### config.mk
export PLATFORM = sky130hd
export DESIGN_NAME = alu_operand_stage_flat
export DESIGN_NICKNAME = d
export VERILOG_FILES = /design/src/rtl/alu_operand_stage_if.sv /design/src/rtl/alu_operand_stage.sv /design/src/flat_wrapper.sv
export SDC_FILE = /design/constraint.sdc
export NUM_CORES = 1
export LEC_CHECK = 0
export BUFFER_PORTS_ARGS = -buffer_cell sky130_fd_sc_hd__buf_2
export CORE_ASPECT_RATIO = 0.6
export CORE_MARGIN = 2
export CORE_UTILIZATION = 50
export DETAILED_ROUTE_END_ITERATION = 8
export PLACE_DENSITY_LB_ADDON = 0.12
export SYNTH_ARGS = -nofsm -noshare
export SYNTH_HDL_FRONTEND = slang
export SYNTH_SLANG_ARGS = --single-unit
### constraint.sdc
create_clock -name i_clk -period 1.5 [get_ports i_clk]
set_input_delay 0 -clock i_clk [delete_from_list [all_inputs] [get_ports i_clk]]
set_output_delay 0 -clock i_clk [all_outputs]
set_load 0.02 [all_outputs]
### src/rtl/alu_operand_stage_if.sv
// Operand-stage bus: decode request, writeback port and the registered ALU operand slot.
// One bundle so the stage and its neighbours share a single parameterised port.
interface alu_operand_stage_if #(
   parameter int W   = 8,
   parameter int Ops = 4,
   parameter int A   = 3
);
   logic           InValid;
   logic           InReady;
   logic [A-1:0]   RdAddrA;
   logic [A-1:0]   RdAddrB;
   logic           ImmEn;
   logic [W-1:0]   Imm;
   logic [Ops-1:0] OpIn;
   logic           WrEn;
   logic [A-1:0]   WrAddr;
   logic [W-1:0]   WrData;
   logic           OutValid;
   logic           OutReady;
   logic [W-1:0]   InputA;
   logic [W-1:0]   InputB;
   logic [Ops-1:0] OP;

   modport master (
      output InValid, RdAddrA, RdAddrB, ImmEn, Imm, OpIn,
             WrEn, WrAddr, WrData, OutReady,
      input  InReady, OutValid, InputA, InputB, OP
   );

   modport slave (
      input  InValid, RdAddrA, RdAddrB, ImmEn, Imm, OpIn,
             WrEn, WrAddr, WrData, OutReady,
      output InReady, OutValid, InputA, InputB, OP
   );
endinterface

### src/rtl/alu_operand_stage.sv
// Operand fetch ahead of the ALU: 2R/1W register file with write bypass, imm mux, one-deep slot.
// OPERAND_STAGE_PERF_EN adds saturating accept/stall counters.
module alu_operand_stage #(
   parameter int W   = 8,
   parameter int Ops = 4,
   parameter int A   = 3
) (
   input  logic                 i_clk,
   input  logic                 i_rst_n,
   alu_operand_stage_if.slave   bus
`ifdef OPERAND_STAGE_PERF_EN
   ,
   output logic [15:0]          o_AcceptCnt,
   output logic [15:0]          o_StallCnt
`endif
);
   localparam int NREG = 2**A;

   logic [W-1:0]   r_rf [NREG];
   logic           r_vld;
   logic [W-1:0]   r_a;
   logic [W-1:0]   r_b;
   logic [Ops-1:0] r_op;

   logic [W-1:0]   w_rd_a;
   logic [W-1:0]   w_rd_b;
   logic           w_in_ready;
   logic           w_accept;

   // Same-cycle writeback is forwarded so the captured operand sees it.
   assign w_rd_a = (bus.WrEn && (bus.WrAddr == bus.RdAddrA)) ? bus.WrData : r_rf[bus.RdAddrA];
   assign w_rd_b = (bus.WrEn && (bus.WrAddr == bus.RdAddrB)) ? bus.WrData : r_rf[bus.RdAddrB];

   assign w_in_ready = !r_vld || bus.OutReady;
   assign w_accept   = bus.InValid && w_in_ready;

   always_ff @(posedge i_clk or negedge i_rst_n) begin
      if (!i_rst_n) begin
         for (int i = 0; i < NREG; i++) r_rf[i] <= '0;
      end else if (bus.WrEn) begin
         r_rf[bus.WrAddr] <= bus.WrData;
      end
   end

   // Operands are a snapshot: later writes never touch a held slot.
   always_ff @(posedge i_clk or negedge i_rst_n) begin
      if (!i_rst_n) begin
         r_vld <= 1'b0;
         r_a   <= '0;
         r_b   <= '0;
         r_op  <= '0;
      end else if (w_accept) begin
         r_vld <= 1'b1;
         r_a   <= w_rd_a;
         r_b   <= bus.ImmEn ? bus.Imm : w_rd_b;
         r_op  <= bus.OpIn;
      end else if (bus.OutReady) begin
         r_vld <= 1'b0;
      end
   end

   assign bus.InReady  = w_in_ready;
   assign bus.OutValid = r_vld;
   assign bus.InputA   = r_a;
   assign bus.InputB   = r_b;
   assign bus.OP       = r_op;

`ifdef OPERAND_STAGE_PERF_EN
   logic [15:0] r_acc_cnt;
   logic [15:0] r_stall_cnt;

   always_ff @(posedge i_clk or negedge i_rst_n) begin
      if (!i_rst_n) begin
         r_acc_cnt   <= '0;
         r_stall_cnt <= '0;
      end else begin
         if (w_accept && (r_acc_cnt != 16'hFFFF))
            r_acc_cnt <= r_acc_cnt + 16'd1;
         if (r_vld && !bus.OutReady && (r_stall_cnt != 16'hFFFF))
            r_stall_cnt <= r_stall_cnt + 16'd1;
      end
   end

   assign o_AcceptCnt = r_acc_cnt;
   assign o_StallCnt  = r_stall_cnt;
`else
   // Counters not built; the datapath is unchanged.
`endif
endmodule

### src/flat_wrapper.sv
// flat-port wrapper written by rule: the top's interface ports become plain ports
module alu_operand_stage_flat 
#(
   parameter int W   = 8,
   parameter int Ops = 4,
   parameter int A   = 3
)
  (i_clk, i_rst_n, bus_InValid, bus_RdAddrA, bus_RdAddrB, bus_ImmEn, bus_Imm, bus_OpIn, bus_WrEn, bus_WrAddr, bus_WrData, bus_OutReady, bus_InReady, bus_OutValid, bus_InputA, bus_InputB, bus_OP);
  alu_operand_stage_if #(.W(W), .Ops(Ops), .A(A)) bus_i ();
  input  logic i_clk;
  input  logic i_rst_n;
  input wire logic [$bits(bus_i.InValid)-1:0] bus_InValid;
  input wire logic [$bits(bus_i.RdAddrA)-1:0] bus_RdAddrA;
  input wire logic [$bits(bus_i.RdAddrB)-1:0] bus_RdAddrB;
  input wire logic [$bits(bus_i.ImmEn)-1:0] bus_ImmEn;
  input wire logic [$bits(bus_i.Imm)-1:0] bus_Imm;
  input wire logic [$bits(bus_i.OpIn)-1:0] bus_OpIn;
  input wire logic [$bits(bus_i.WrEn)-1:0] bus_WrEn;
  input wire logic [$bits(bus_i.WrAddr)-1:0] bus_WrAddr;
  input wire logic [$bits(bus_i.WrData)-1:0] bus_WrData;
  input wire logic [$bits(bus_i.OutReady)-1:0] bus_OutReady;
  output wire logic [$bits(bus_i.InReady)-1:0] bus_InReady;
  output wire logic [$bits(bus_i.OutValid)-1:0] bus_OutValid;
  output wire logic [$bits(bus_i.InputA)-1:0] bus_InputA;
  output wire logic [$bits(bus_i.InputB)-1:0] bus_InputB;
  output wire logic [$bits(bus_i.OP)-1:0] bus_OP;
  assign bus_i.InValid = bus_InValid;
  assign bus_i.RdAddrA = bus_RdAddrA;
  assign bus_i.RdAddrB = bus_RdAddrB;
  assign bus_i.ImmEn = bus_ImmEn;
  assign bus_i.Imm = bus_Imm;
  assign bus_i.OpIn = bus_OpIn;
  assign bus_i.WrEn = bus_WrEn;
  assign bus_i.WrAddr = bus_WrAddr;
  assign bus_i.WrData = bus_WrData;
  assign bus_i.OutReady = bus_OutReady;
  assign bus_InReady = bus_i.InReady;
  assign bus_OutValid = bus_i.OutValid;
  assign bus_InputA = bus_i.InputA;
  assign bus_InputB = bus_i.InputB;
  assign bus_OP = bus_i.OP;
  alu_operand_stage #(.W(W), .Ops(Ops), .A(A)) u_core (.i_clk(i_clk), .i_rst_n(i_rst_n), .bus(bus_i));
endmodule
==> results_dict.tcl <==
set metrics [dict create \
    crit_family "multiplexers" \
    dr.first_iter.drc_count 294 \
    dr_wl_met3_um 989 \
    endpoint_kind "register" \
    synth-seq-cells 85 \
    grt_pass1_wl_um 20800 \
    fin_crit_sh 1.02 \
    hp-class "in2reg" \
    grt_usage 0.282 \
    cts_tree "built" \
    drive_gt1_frac 0.410 \
    outcome "finished with violations" \
    worst-path-stages 3 \
    drt-met1-wl_um 6330 \
    rsz0062_at_grt "true" \
    row_count 27 \
    layout_setup_ws_ns -0.0355 \
    start_kind "register" \
    min_delay_path_depth 2 \
    clockBufferDepth 2 \
    cts.sinks 85 \
    cts.htree.levels 3 \
    grt_max_degree 86 \
    yosysWarnings 0 \
    synth-compound-area-share 0.0913 \
    initial_core_util 0.508 \
    dp_hpwl_um 9150 \
    final-hold-violation-count 0 \
    fin_skew_ns 0.00439 \
    powerDensity_mw_per_mm2 1260 \
    wl_per_cell_um 21.2 \
    layout_commonest_cell "dfrtp_1" \
    holdWs_ns 0.0340 \
    grt-ovfl-total 0 \
    die_x_um 128 \
    drt_wl_total_um 13200 \
    via_per_inst 5.95 \
    yosys.area_share.simple 0.123 \
    ant_nets 0 \
    dpl.cell_count 598 \
    clk_pin_slew_worst_paths_ns 0.06 \
    die_area_sq_mm 0.0101 \
    relSlewSlack 0.445 \
    dr_total_vias 3709 \
    arrival_ns 1.76 \
    yosysSeqAreaShare 0.460 \
    multiInputGateArea_sq_mm 0.00237 \
    worst_path_largest_cell_delay_ns 0.47 \
    synth_xor_area_frac 0.0114 \
    max_cap_violations 0 \
    cts_buffers 9 \
    core_sq_mm 0.00909 \
    met2_wirelength_um 5720 \
    slew_violations 0 \
    critPathSlowestCell "mux4_2" \
    first_global_vias 3657 \
    violations "setup timing" \
    die_h_um 78.5 \
    cp_max_fo 2 \
    gp_congestion 0.853 \
    yosys-mux-area-fraction 0.278 \
    nNetsFinal 537 \
    numPortBuffers 56 \
    drcViolationCount 0 \
    post-route-min-period_ns 1.54 \
    synth_cells 398 \
    leakagePower_nw 2.69 \
    critPathBufInv 0 \
    seq_area_sq_mm 0.00213 \
    dpl_cell_area_sq_mm 0.00542 \
    antenna_found_initial 0 \
    rr_worst_depth 3 \
    path_class "reg2reg" \
    finalSetupTns_ns -0.0772 \
    stdcell_count 623 \
    finalSetupViolCount 3 \
    p_total_mw 7.34 \
    tightest_slew_ns 0.831 \
    syn_area_sq_mm 0.00462 \
    dr.max_layer_used "met4" \
    fillers 721 \
    synthAdderAreaFrac 0 \
    clock-root-buffer "clkbuf_16" \
    syn_area_per_cell_sq_um 11.6 \
    cp.required_ns 1.72 \
    synth_nets 433 \
    final_area_sq_mm 0.00584 \
    drtPass1Iterations 7 \
    vdd_drop_max_mv 0.799 \
    place_worst_setup_slack_ns -0.0577 \
    clk_latency_ns 0.34 \
    final_util 0.642 \
    layout_common_cells "85 x dfrtp_1, 56 x nand2_1, 56 x buf_4" \
    synth_top_family_by_area "multiplexers" \
    yosysUniqueCellTypes 33 \
    antenna_cells 0 \
    fmax_mhz 651 \
    crit_chain "mux4_2, mux2_4, a221o_1" \
    io_pins 57 \
    syn_to_final_growth_pct 26.3 \
]
-- final timing paths --
path                                   from                   end  slack, ns
setup / recovery            u_core.r_rf[15]  u_core.bus.InputA[7]      -0.04
hold / removal                bus_WrData[3]       u_core.r_rf[27]       0.03
setup reg to reg            u_core.r_rf[15]  u_core.bus.InputA[7]      -0.04
hold reg to reg            u_core.bus.OP[0]      u_core.bus.OP[0]       0.47
max in group asynchronous           i_rst_n       u_core.r_rf[58]       0.91
min in group asynchronous           i_rst_n       u_core.r_rf[15]       0.24
-- layer usage --
| layer | vias to the layer above | global-route usage |
|---|---|---|
| met2 | 146 | 0.412 |
| met4 | 0 | 0.0747 |
| met3 | 21 | 0.0825 |
| met1 | 1858 | 0.412 |
| met5 | - | 0 |
| li1 | 1684 | - |
-- cell usage after synthesis (all sizes together) --
master / number / area [sq um]
dfrtp: 85 / 2130
nand2: 57 / 214
mux2: 47 / 529
mux2i: 37 / 370
o21ai: 21 / 105
buf: 19 / 101
a22oi: 16 / 120
mux4: 16 / 383
a221oi: 12 / 105
clkbuf: 11 / 42.5
and4: 9 / 78.8
nand2b: 9 / 56.3
nor3: 9 / 55.1
nor2: 8 / 30.0
o31ai: 7 / 52.6
inv: 6 / 22.5
xnor2: 6 / 52.6
nand4b: 4 / 35.0
a221o: 3 / 30.0
and3: 3 / 18.8
nor2b: 3 / 18.8
and2: 2 / 12.5
nand3: 2 / 10.0
nand4: 2 / 12.5
nor3b: 2 / 25.0
clkinv: 1 / 3.75
o311ai: 1 / 8.76
-- cell type report --
| cell class | instances | area share |
|---|---|---|
| clock inverters | 6 | 0.0107 |
| inverters | 7 | 0.00579 |
| clock buffers | 10 | 0.0409 |
| flip-flops and latches | 85 | 0.364 |
| repair buffers | 123 | 0.147 |
| multi-input cells | 276 | 0.407 |
| well taps | 116 | 0.0249 |
-- cells by family (layout without fill, tap and decap cells) --
logic type | Yosys count | count (layout)
simple gates | 110 | 110
compound gates | 60 | 60
xor+xnor | 6 | 6
mux | 100 | 100
flops | 85 | 85
buf+inv | 37 | 146
-- power breakdown --
part / switching, mW / leakage, nW / internal, mW
Clock: 0.913 / 0.140 / 1.33
Sequential: 0.337 / 1.03 / 2.77
Combinational: 0.933 / 1.52 / 1.06
Total: 2.18 / 2.69 / 5.16
-- registers in the layout (all words and copies together), names as in the netlist --
signal / cells
u_core.bus.OP: 4
u_core.bus.OutValid: 1
u_core.r_rf: 64
u_core.bus.InputB: 8
u_core.bus.InputA: 8
-- timing repair --
| action | 4_1_cts | 5_1_grt |
|---|---|---|
| hold endpoints to repair | 101 | 0 |
| setup buffers | 0 | 1 |
| gates resized for setup | 5 | 5 |
| pin swaps | 3 | 1 |
| endpoints found under the setup margin | 8 | 11 |
| hold buffers | 8 | 0 |
Note: power is estimated with default switching activity, not from simulation.
